<file path="config.mk">
export PLATFORM = sky130hd
export DESIGN_NAME = mux_arbiter
export DESIGN_NICKNAME = d
export VERILOG_FILES = /design/src/rtl/mux_arbiter.sv
export SDC_FILE = /design/constraint.sdc
export NUM_CORES = 1
export LEC_CHECK = 0
export BUFFER_PORTS_ARGS = -buffer_cell sky130_fd_sc_hd__clkbuf_2
export CAP_MARGIN = 40
export CORE_MARGIN = 1
export CORE_UTILIZATION = 47
export DETAILED_ROUTE_END_ITERATION = 10
export PLACE_DENSITY = 0.78
export SETUP_SLACK_MARGIN = 0.5
export SLEW_MARGIN = 20
export SYNTH_ARGS = -nofsm -noshare
export SYNTH_HDL_FRONTEND = slang
export SYNTH_SLANG_ARGS = --single-unit
</file>
<file path="constraint.sdc">
create_clock -name clk -period 2.05 [get_ports clk]
set_input_delay 0.1025 -clock clk [delete_from_list [all_inputs] [get_ports clk]]
set_output_delay 0.1025 -clock clk [all_outputs]
set_load 0.01 [all_outputs]
</file>
<file path="src/rtl/mux_arbiter.sv">
// Two-requester round-robin arbiter driving the select of a shared 2:1 mux.
// Contended grant tenure is bounded by a hold counter; the muxed data is registered.
//
// state   | meaning
// IDLE    | no source granted; sel keeps its last value, y_valid drops next edge
// GRANT_A | source A owns the output (sel=0)
// GRANT_B | source B owns the output (sel=1)
module mux_arbiter #(
  parameter int WIDTH    = 1,
  parameter int MAX_HOLD = 4
) (
  input  logic             clk,
  input  logic             rst,
  input  logic             req_a,
  input  logic             req_b,
  input  logic [WIDTH-1:0] data_a,
  input  logic [WIDTH-1:0] data_b,
  output logic             gnt_a,
  output logic             gnt_b,
  output logic             sel,
  output logic [WIDTH-1:0] y,
  output logic             y_valid
);

  typedef enum logic [1:0] {
    IDLE    = 2'd0,
    GRANT_A = 2'd1,
    GRANT_B = 2'd2
  } state_t;

  localparam int             CW        = $clog2(MAX_HOLD) + 1;
  localparam logic [CW-1:0]  HOLD_LAST = CW'(MAX_HOLD - 1);
  localparam logic [CW-1:0]  CNT_ONE   = CW'(1);

  state_t          state, state_nxt;
  logic [CW-1:0]   hold_cnt, hold_cnt_nxt;
  logic            last_b, last_b_nxt;
  logic            sel_nxt;

  always_comb begin
    state_nxt    = state;
    hold_cnt_nxt = hold_cnt;
    last_b_nxt   = last_b;
    sel_nxt      = sel;
    case (state)
      IDLE: begin
        if (req_a && req_b)  state_nxt = last_b ? GRANT_A : GRANT_B;
        else if (req_a)      state_nxt = GRANT_A;
        else if (req_b)      state_nxt = GRANT_B;
      end
      GRANT_A: begin
        if (!req_a)          state_nxt = req_b ? GRANT_B : IDLE;
        else if (req_b) begin
          if (hold_cnt == HOLD_LAST) state_nxt = GRANT_B;
          else                       hold_cnt_nxt = hold_cnt + CNT_ONE;
        end
      end
      GRANT_B: begin
        if (!req_b)          state_nxt = req_a ? GRANT_A : IDLE;
        else if (req_a) begin
          if (hold_cnt == HOLD_LAST) state_nxt = GRANT_A;
          else                       hold_cnt_nxt = hold_cnt + CNT_ONE;
        end
      end
      default:               state_nxt = IDLE;
    endcase

    // Tenure count restarts on every ownership change, including release to IDLE.
    if (state_nxt != state) hold_cnt_nxt = '0;

    if (state_nxt == GRANT_A) begin
      last_b_nxt = 1'b0;
      sel_nxt    = 1'b0;
    end else if (state_nxt == GRANT_B) begin
      last_b_nxt = 1'b1;
      sel_nxt    = 1'b1;
    end
  end

  always_ff @(posedge clk) begin
    if (rst) begin
      state    <= IDLE;
      hold_cnt <= '0;
      last_b   <= 1'b1;
      sel      <= 1'b0;
      y        <= '0;
      y_valid  <= 1'b0;
    end else begin
      state    <= state_nxt;
      hold_cnt <= hold_cnt_nxt;
      last_b   <= last_b_nxt;
      sel      <= sel_nxt;
      // Output stage follows the grant by one edge; y is frozen while idle.
      if (state != IDLE) begin
        y       <= sel ? data_b : data_a;
        y_valid <= 1'b1;
      end else begin
        y_valid <= 1'b0;
      end
    end
  end

  assign gnt_a = (state == GRANT_A);
  assign gnt_b = (state == GRANT_B);

endmodule
</file>
==> impl_metrics.ini, run 1 <==
[grt]
grt_pass1_wl_um = 2228
grt.overflow.total = 0
grt_pass1_vias = 520
grt_start_max_net_pins = 12
antenna_found_initial = 0
gr-usage-all-layers_pct = 21.69

[floorplan]
coreArea_um2 = 1186
die-height_um = 39.03
start_util_pct = 54.32
num_rows = 12
die_w_um = 39.03
dieArea_um2 = 1523
io_pins = 11

[logic_synthesis]
synthCells = 78
postSynthNetCount = 92
seq_area_frac_synth_pct = 27.96
ys_types = 31
synth_seq_cells = 9
synth_area_per_cell_um2 = 8.261
synth_warnings = 0
netlist_area_um2 = 644.4

[power]
p_sw_share_pct = 39.81
p_switching_uw = 344.1
pwr-share-seq_pct = 29.1
p_clk_share_pct = 16.1
p_comb_share_pct = 54.8
p_per_area_nw_per_um2 = 927.2
ir_drop_v = 0.0008044
p_leak_nw = 0.4051
cellInternalPower_uw = 520.2

[cts]
tritoncts = built
cts.clk_slew.worst_paths_ns = 0.07
cts_root_buf = clkbuf_4
ctsHoldBuffers = 0
insertion_delay_ns = 0.26
htree_levels = 1
cts_buffers = 3
cts.sinks = 9
ctsLongestPathBuffers = 2

[final_layout]
final_nets = 117
syn_to_final_growth_pct = 44.66
regArea_um2 = 190.2
antenna_cells = 0
fill_cells = 85
multi_input_area_um2 = 523.0
drive_above_1_share_pct = 45.10

[drt]
drt-initial-drc-count = 8
dr.pass1.iters = 4
wl_um = 1565
viasPerCell = 5.405
post_drt_wl_per_cell_um = 13.49
vias = 627
drc_errors = 0
drtAntennaViolNets = 0

[sta]
worst_pin_slew_ns = 0.6363
fin_crit_sh_pct = 97.46
min_period_ns = 1.998
fin_skew_ns = 0.01237
timing.slew.headroom_pct = 57.38
hold_violations = 0
fmax_mhz = 500.5
setup_tns_ns = 0
setup_viol = 0
rsz0062_at_grt = true
drv_slew = 0
hold_ws_ns = 0.08361

[placement]
gp_congestion = 0.7979
portBuffers = 10
hpwlAfterDp_um = 1060

[worst_setup_path]
cp.arrival_ns = 2.15
cp.required_ns = 2.20
path_cells = ha_4 -> ha_4 -> nand3b_1 -> a311oi_2 -> a311oi_2 -> a221o_1 -> a2111oi_2
cp-end-kind = flop
critPathLaunchType = flop
cp_max_fo = 6
slowest_delay_ns = 0.42
worstSetupPathType = flop to flop
cp_slowest_cell = a221o_1

[min_path]
hold_class = primary input to flop

[job]
drv_cap = 0

[run_status]
status = finished, final reports clean
[critical path, delay by kind of cell, from the launching register on]
family	cells	cell delay, ns
AOI/OAI and AO/OA	4	1.07
and+or+nand+nor	1	0.16
DFF	1	0.33
adders and majority gates	2	0.32
[final timing paths]
check / startpoint / end / slack, ns / cells past startpoint
worst max-delay path: hold_cnt[1]$_SDFFE_PP0P_ / hold_cnt[2]$_SDFFE_PP0P_ / 0.05 / 7
worst min-delay path: rst / state[0]$_SDFF_PP0_ / 0.08 / 2
worst max register to register: hold_cnt[1]$_SDFFE_PP0P_ / hold_cnt[2]$_SDFFE_PP0P_ / 0.05 / 7
worst min register to register: last_b$_SDFFE_PP1P_ / last_b$_SDFFE_PP1P_ / 0.52 / 2
[cell type report]
type | instances | share of cell area (%)
Multi-Input combinational cell | 59 | 56.11
Clock inverter | 1 | 0.5369
Timing Repair Buffer | 21 | 15.03
Clock buffer | 3 | 2.416
Sequential cell | 9 | 20.40
Inverter | 9 | 3.624
Tap cell | 14 | 1.879
[routing by layer]
metal / up-vias / routed length, um / track usage [%]
li1: 326 / - / -
met1: 294 / 763 / 30.00
met2: 5 / 760 / 33.33
met3: 2 / 31 / 5.202
met4: 0 / 10 / 5.172
met5: - / 0 / 0
[power groups by stage]
stage | Clock (mW) | Sequential [mW] | Combinational (mW)
after global placement | 0 | 0.259 | 0.372
after global routing | 0.151 | 0.255 | 0.514
after CTS | 0.144 | 0.257 | 0.387
after floorplan | 0 | 0.256 | 0.275
final | 0.139 | 0.252 | 0.473
after detailed placement | 0 | 0.261 | 0.378
[metrics by stage]
stage | setup WS (ns) | std cells | power (mW) | util, % | instance area [um^2]
after floorplan | 0.1284 | 78 | 0.5302 | - | 719.4
after global routing | -0.03185 | 116 | 0.9208 | 78.59 | 932.1
final | 0.05201 | 116 | 0.8643 | 78.59 | 932.1
after detailed placement | 0.05201 | 105 | 0.6382 | 68.25 | 809.5
after CTS | 0.07397 | 109 | 0.7873 | 71.41 | 847.1
after global placement | 0.08569 | 105 | 0.6313 | 68.25 | 809.5
[registers in the layout, summed over array words and instances, names as in the netlist]
register,flops
hold_cnt,3
y_valid,1
state,2
y,1
last_b,1
sel,1
[timing repair]
item | CTS | global route
setup endpoints to repair | 6 | 7
resized for setup | 3 | 7
pin swaps | 1 | 5
setup buffers | 0 | 7
[cells in the mapped netlist]
| library cell | instances | share of area [%] |
|---|---|---|
| mux2i_1 | 3 | 4.7 |
| a21o_1 | 1 | 1.2 |
| nor3b_1 | 1 | 1.2 |
| a22o_1 | 1 | 1.4 |
| ha_1 | 8 | 16 |
| xnor2_1 | 1 | 1.4 |
| or2b_1 | 1 | 1.2 |
| nor2_1 | 9 | 5.2 |
| nand3_1 | 2 | 1.6 |
| o21ai_0 | 2 | 1.6 |
| o21bai_1 | 1 | 1.2 |
| nand2b_1 | 2 | 1.9 |
| inv_1 | 9 | 5.2 |
| and2_1 | 1 | 0.97 |
| or2_2 | 1 | 0.97 |
| o311ai_0 | 1 | 1.4 |
| and2b_2 | 1 | 1.4 |
| buf_4 | 1 | 1.2 |
| a311oi_1 | 1 | 1.4 |
| a211oi_1 | 1 | 1.2 |
| nand2_1 | 6 | 3.5 |
| nand3b_1 | 1 | 1.2 |
| o211ai_1 | 1 | 1.2 |
| nor3_1 | 3 | 2.3 |
| a311oi_2 | 1 | 2.3 |
| a21oi_1 | 5 | 3.9 |
| a221o_1 | 1 | 1.6 |
| a2111oi_2 | 1 | 2.3 |
| a31o_2 | 1 | 1.4 |
| a31oi_1 | 1 | 0.97 |
| dfxtp_1 | 9 | 28 |
[placed cells by master, fill, tap and decap left out, types with 2 or more instances in the layout]
master and n:
ha_1 2, nand2b_1 2, mux2i_1 3, inv_2 2
buf_4 9, a21oi_1 4, ha_4 5, nand2_1 6
buf_6 2, nor2_1 9, nand3_1 2, dfxtp_4 2
inv_1 7, o21ai_0 2, clkbuf_2 10, nor3_4 2
a311oi_2 2, dfxtp_2 2, dfxtp_1 5, clkbuf_4 3
[kinds of logic (layout without fill, tap and decap cells)]
kind of cell | count (synthesis) | after routing | synth area share, %
and+or+nand+nor | 28 | 28 | 21.36
adders and majority gates | 8 | 8 | 15.53
xor gates and xnor gates | 1 | 1 | 1.359
buffers and inverters | 10 | 34 | 6.408
AOI/OAI and AO/OA | 19 | 19 | 22.72
muxes | 3 | 3 | 4.660
DFF | 9 | 9 | 27.96
Note: power is estimated with default switching activity, not from simulation.
==> run 2, diff against run 1 <==
--- a/config.mk
+++ b/config.mk
@@ -11,6 +11,7 @@
 export CORE_UTILIZATION = 47
 export DETAILED_ROUTE_END_ITERATION = 10
 export PLACE_DENSITY = 0.78
+export RECOVER_POWER = 100
 export SETUP_SLACK_MARGIN = 0.5
 export SLEW_MARGIN = 20
 export SYNTH_ARGS = -nofsm -noshare
==> run 2 against run 1 <==
  * Core utilization fell by 0.32 points
  * Clock power barely moved
  * Critical path depth did not move
  * Worst hold slack barely moved
  * Critical path type unchanged
==> impl_metrics.ini, run 2 (synthesized netlist as in run 1, its figures left out) <==
[run_status]
status = finished, final reports clean

[drt]
wl_um = 1585
drt-initial-drc-count = 15
wl_met3_um = 57
routed.top_layer = met4
drc_errors = 0
wl_met2_um = 758
dr.pass1.iters = 4
vias = 634
drtAntennaViolNets = 0
post_drt_wl_per_cell_um = 13.66
viasPerCell = 5.466
m1WireLength_um = 758

[job]
drv_cap = 0

[power]
ir_drop_v = 0.0007961
cellInternalPower_uw = 517.5
p_comb_share_pct = 54.7
pwr-share-seq_pct = 29.2
p_per_area_nw_per_um2 = 928.1
p_clk_share_pct = 16.1
p_switching_uw = 344.1
p_leak_nw = 0.3951
p_sw_share_pct = 39.94

[cts]
cts_root_buf = clkbuf_4
htree_levels = 1
insertion_delay_ns = 0.26
cts.sinks = 9
cts_buffers = 3
cts.clk_slew.worst_paths_ns = 0.07
tritoncts = built
ctsHoldBuffers = 0
ctsLongestPathBuffers = 2

[grt]
grt_pass1_wl_um = 2228
gr-usage-all-layers_pct = 21.69
grt_start_max_net_pins = 12
grt_pass1_vias = 520
grt.overflow.total = 0
antenna_found_initial = 0

[sta]
fmax_mhz = 500.8
worst_pin_slew_ns = 0.6347
min_period_ns = 1.997
hold_ws_ns = 0.08313
setup_viol = 0
timing.slew.headroom_pct = 57.49
fin_skew_ns = 0.01162
rsz0062_at_grt = true
fin_crit_sh_pct = 97.40
drv_slew = 0
hold_violations = 0

[worst_setup_path]
cp_max_fo = 6
cp.required_ns = 2.20
r2r_slack_ns = 0.05
r2r_cells = 7
cp.arrival_ns = 2.15
r2r_end = hold_cnt[2]$_SDFFE_PP0P_
critPathLaunchType = flop
cp-end-kind = flop
worstSetupPathType = flop to flop
r2r-start = hold_cnt[1]$_SDFFE_PP0P_

[floorplan]
num_rows = 12
io_pins = 11
start_util_pct = 54.32
coreArea_um2 = 1186
die_w_um = 39.03
dieArea_um2 = 1523
die-height_um = 39.03

[placement]
hpwlAfterDp_um = 1060
place_area_um2 = 809.5
portBuffers = 10
gp_congestion = 0.7979

[final_layout]
regArea_um2 = 190.2
largest_reg_flops = 3
drive_above_1_share_pct = 42.16
syn_to_final_growth_pct = 44.08
regMostFlops = hold_cnt
final_cell_mix = nor2_1, buf_4, inv_1, clkbuf_2, nand2_1
final_nets = 117
multi_input_area_um2 = 523.0
final_cell_area_um2 = 928.4
antenna_cells = 0
fill_cells = 88
top_regs = hold_cnt x3, state x2

[min_path]
hold_class = primary input to flop
min_from = rst
hold_end = state[0]$_SDFF_PP0_
hold_depth = 2
-- run 2: through the flow --
step / utilization [%] / total power [mW] / instances / setup WS, ns / TNS, ns
after CTS: 71.41 / 0.7873 / 109 / 0.07397 / 0
after global routing: 78.27 / 0.9178 / 116 / -0.03185 / -0.03997
after global placement: 68.25 / 0.6313 / 105 / 0.08569 / 0
after floorplan: - / 0.5302 / 78 / 0.1284 / 0
final: 78.27 / 0.8616 / 116 / 0.05326 / 0
after detailed placement: 68.25 / 0.6382 / 105 / 0.05201 / 0
-- run 2: repair_timing --
action	CTS	global route
pin swaps	1	5
setup buffers	0	7
cloned	0	0
gates resized for setup	3	7
setup endpoints to repair	6	7
-- run 2: power groups by stage --
| stage | clock network [mW] | registers [mW] | logic, mW |
|---|---|---|---|
| 2_1_floorplan | 0 | 0.256 | 0.275 |
| 3_3_place_gp | 0 | 0.259 | 0.372 |
| 3_5_place_dp | 0 | 0.261 | 0.378 |
| 4_1_cts | 0.144 | 0.257 | 0.387 |
| 5_1_grt | 0.151 | 0.255 | 0.511 |
| 6_report | 0.139 | 0.251 | 0.471 |
-- run 2: layer usage --
layer / global-route usage (%) / up-vias
li1: - / 325
met1: 30.00 / 293
met2: 33.33 / 14
met3: 5.202 / 2
met4: 5.172 / 0
met5: 0 / -
-- run 2: worst max-delay path by stage --
stage / end / from / slack (ns) / depth (start not counted)
floorplan: last_b$_SDFFE_PP1P_ / hold_cnt[0]$_SDFFE_PP0P_ / 0.13 / 9
global placement: last_b$_SDFFE_PP1P_ / hold_cnt[0]$_SDFFE_PP0P_ / 0.09 / 9
detailed placement: last_b$_SDFFE_PP1P_ / hold_cnt[1]$_SDFFE_PP0P_ / 0.05 / 9
CTS: last_b$_SDFFE_PP1P_ / hold_cnt[1]$_SDFFE_PP0P_ / 0.07 / 9
global route: hold_cnt[2]$_SDFFE_PP0P_ / hold_cnt[1]$_SDFFE_PP0P_ / -0.03 / 8
finish: hold_cnt[2]$_SDFFE_PP0P_ / hold_cnt[1]$_SDFFE_PP0P_ / 0.05 / 7
-- run 2: cell type report --
cell class	count	share of cell area, %
Inverter	9	3.639
Timing Repair Buffer	21	14.69
Sequential cell	9	20.49
Multi-Input combinational cell	59	56.33
Clock inverter	1	0.5391
Clock buffer	3	2.426
Tap cell	14	1.887
-- run 2: worst max-delay path, stage by stage (launching register included) --
cell and delay (ns):
dfxtp_2 0.33, ha_4 0.16, ha_4 0.16, nand3b_1 0.16, a311oi_2 0.22, a311oi_2 0.09
a221o_1 0.42, a2111oi_2 0.34
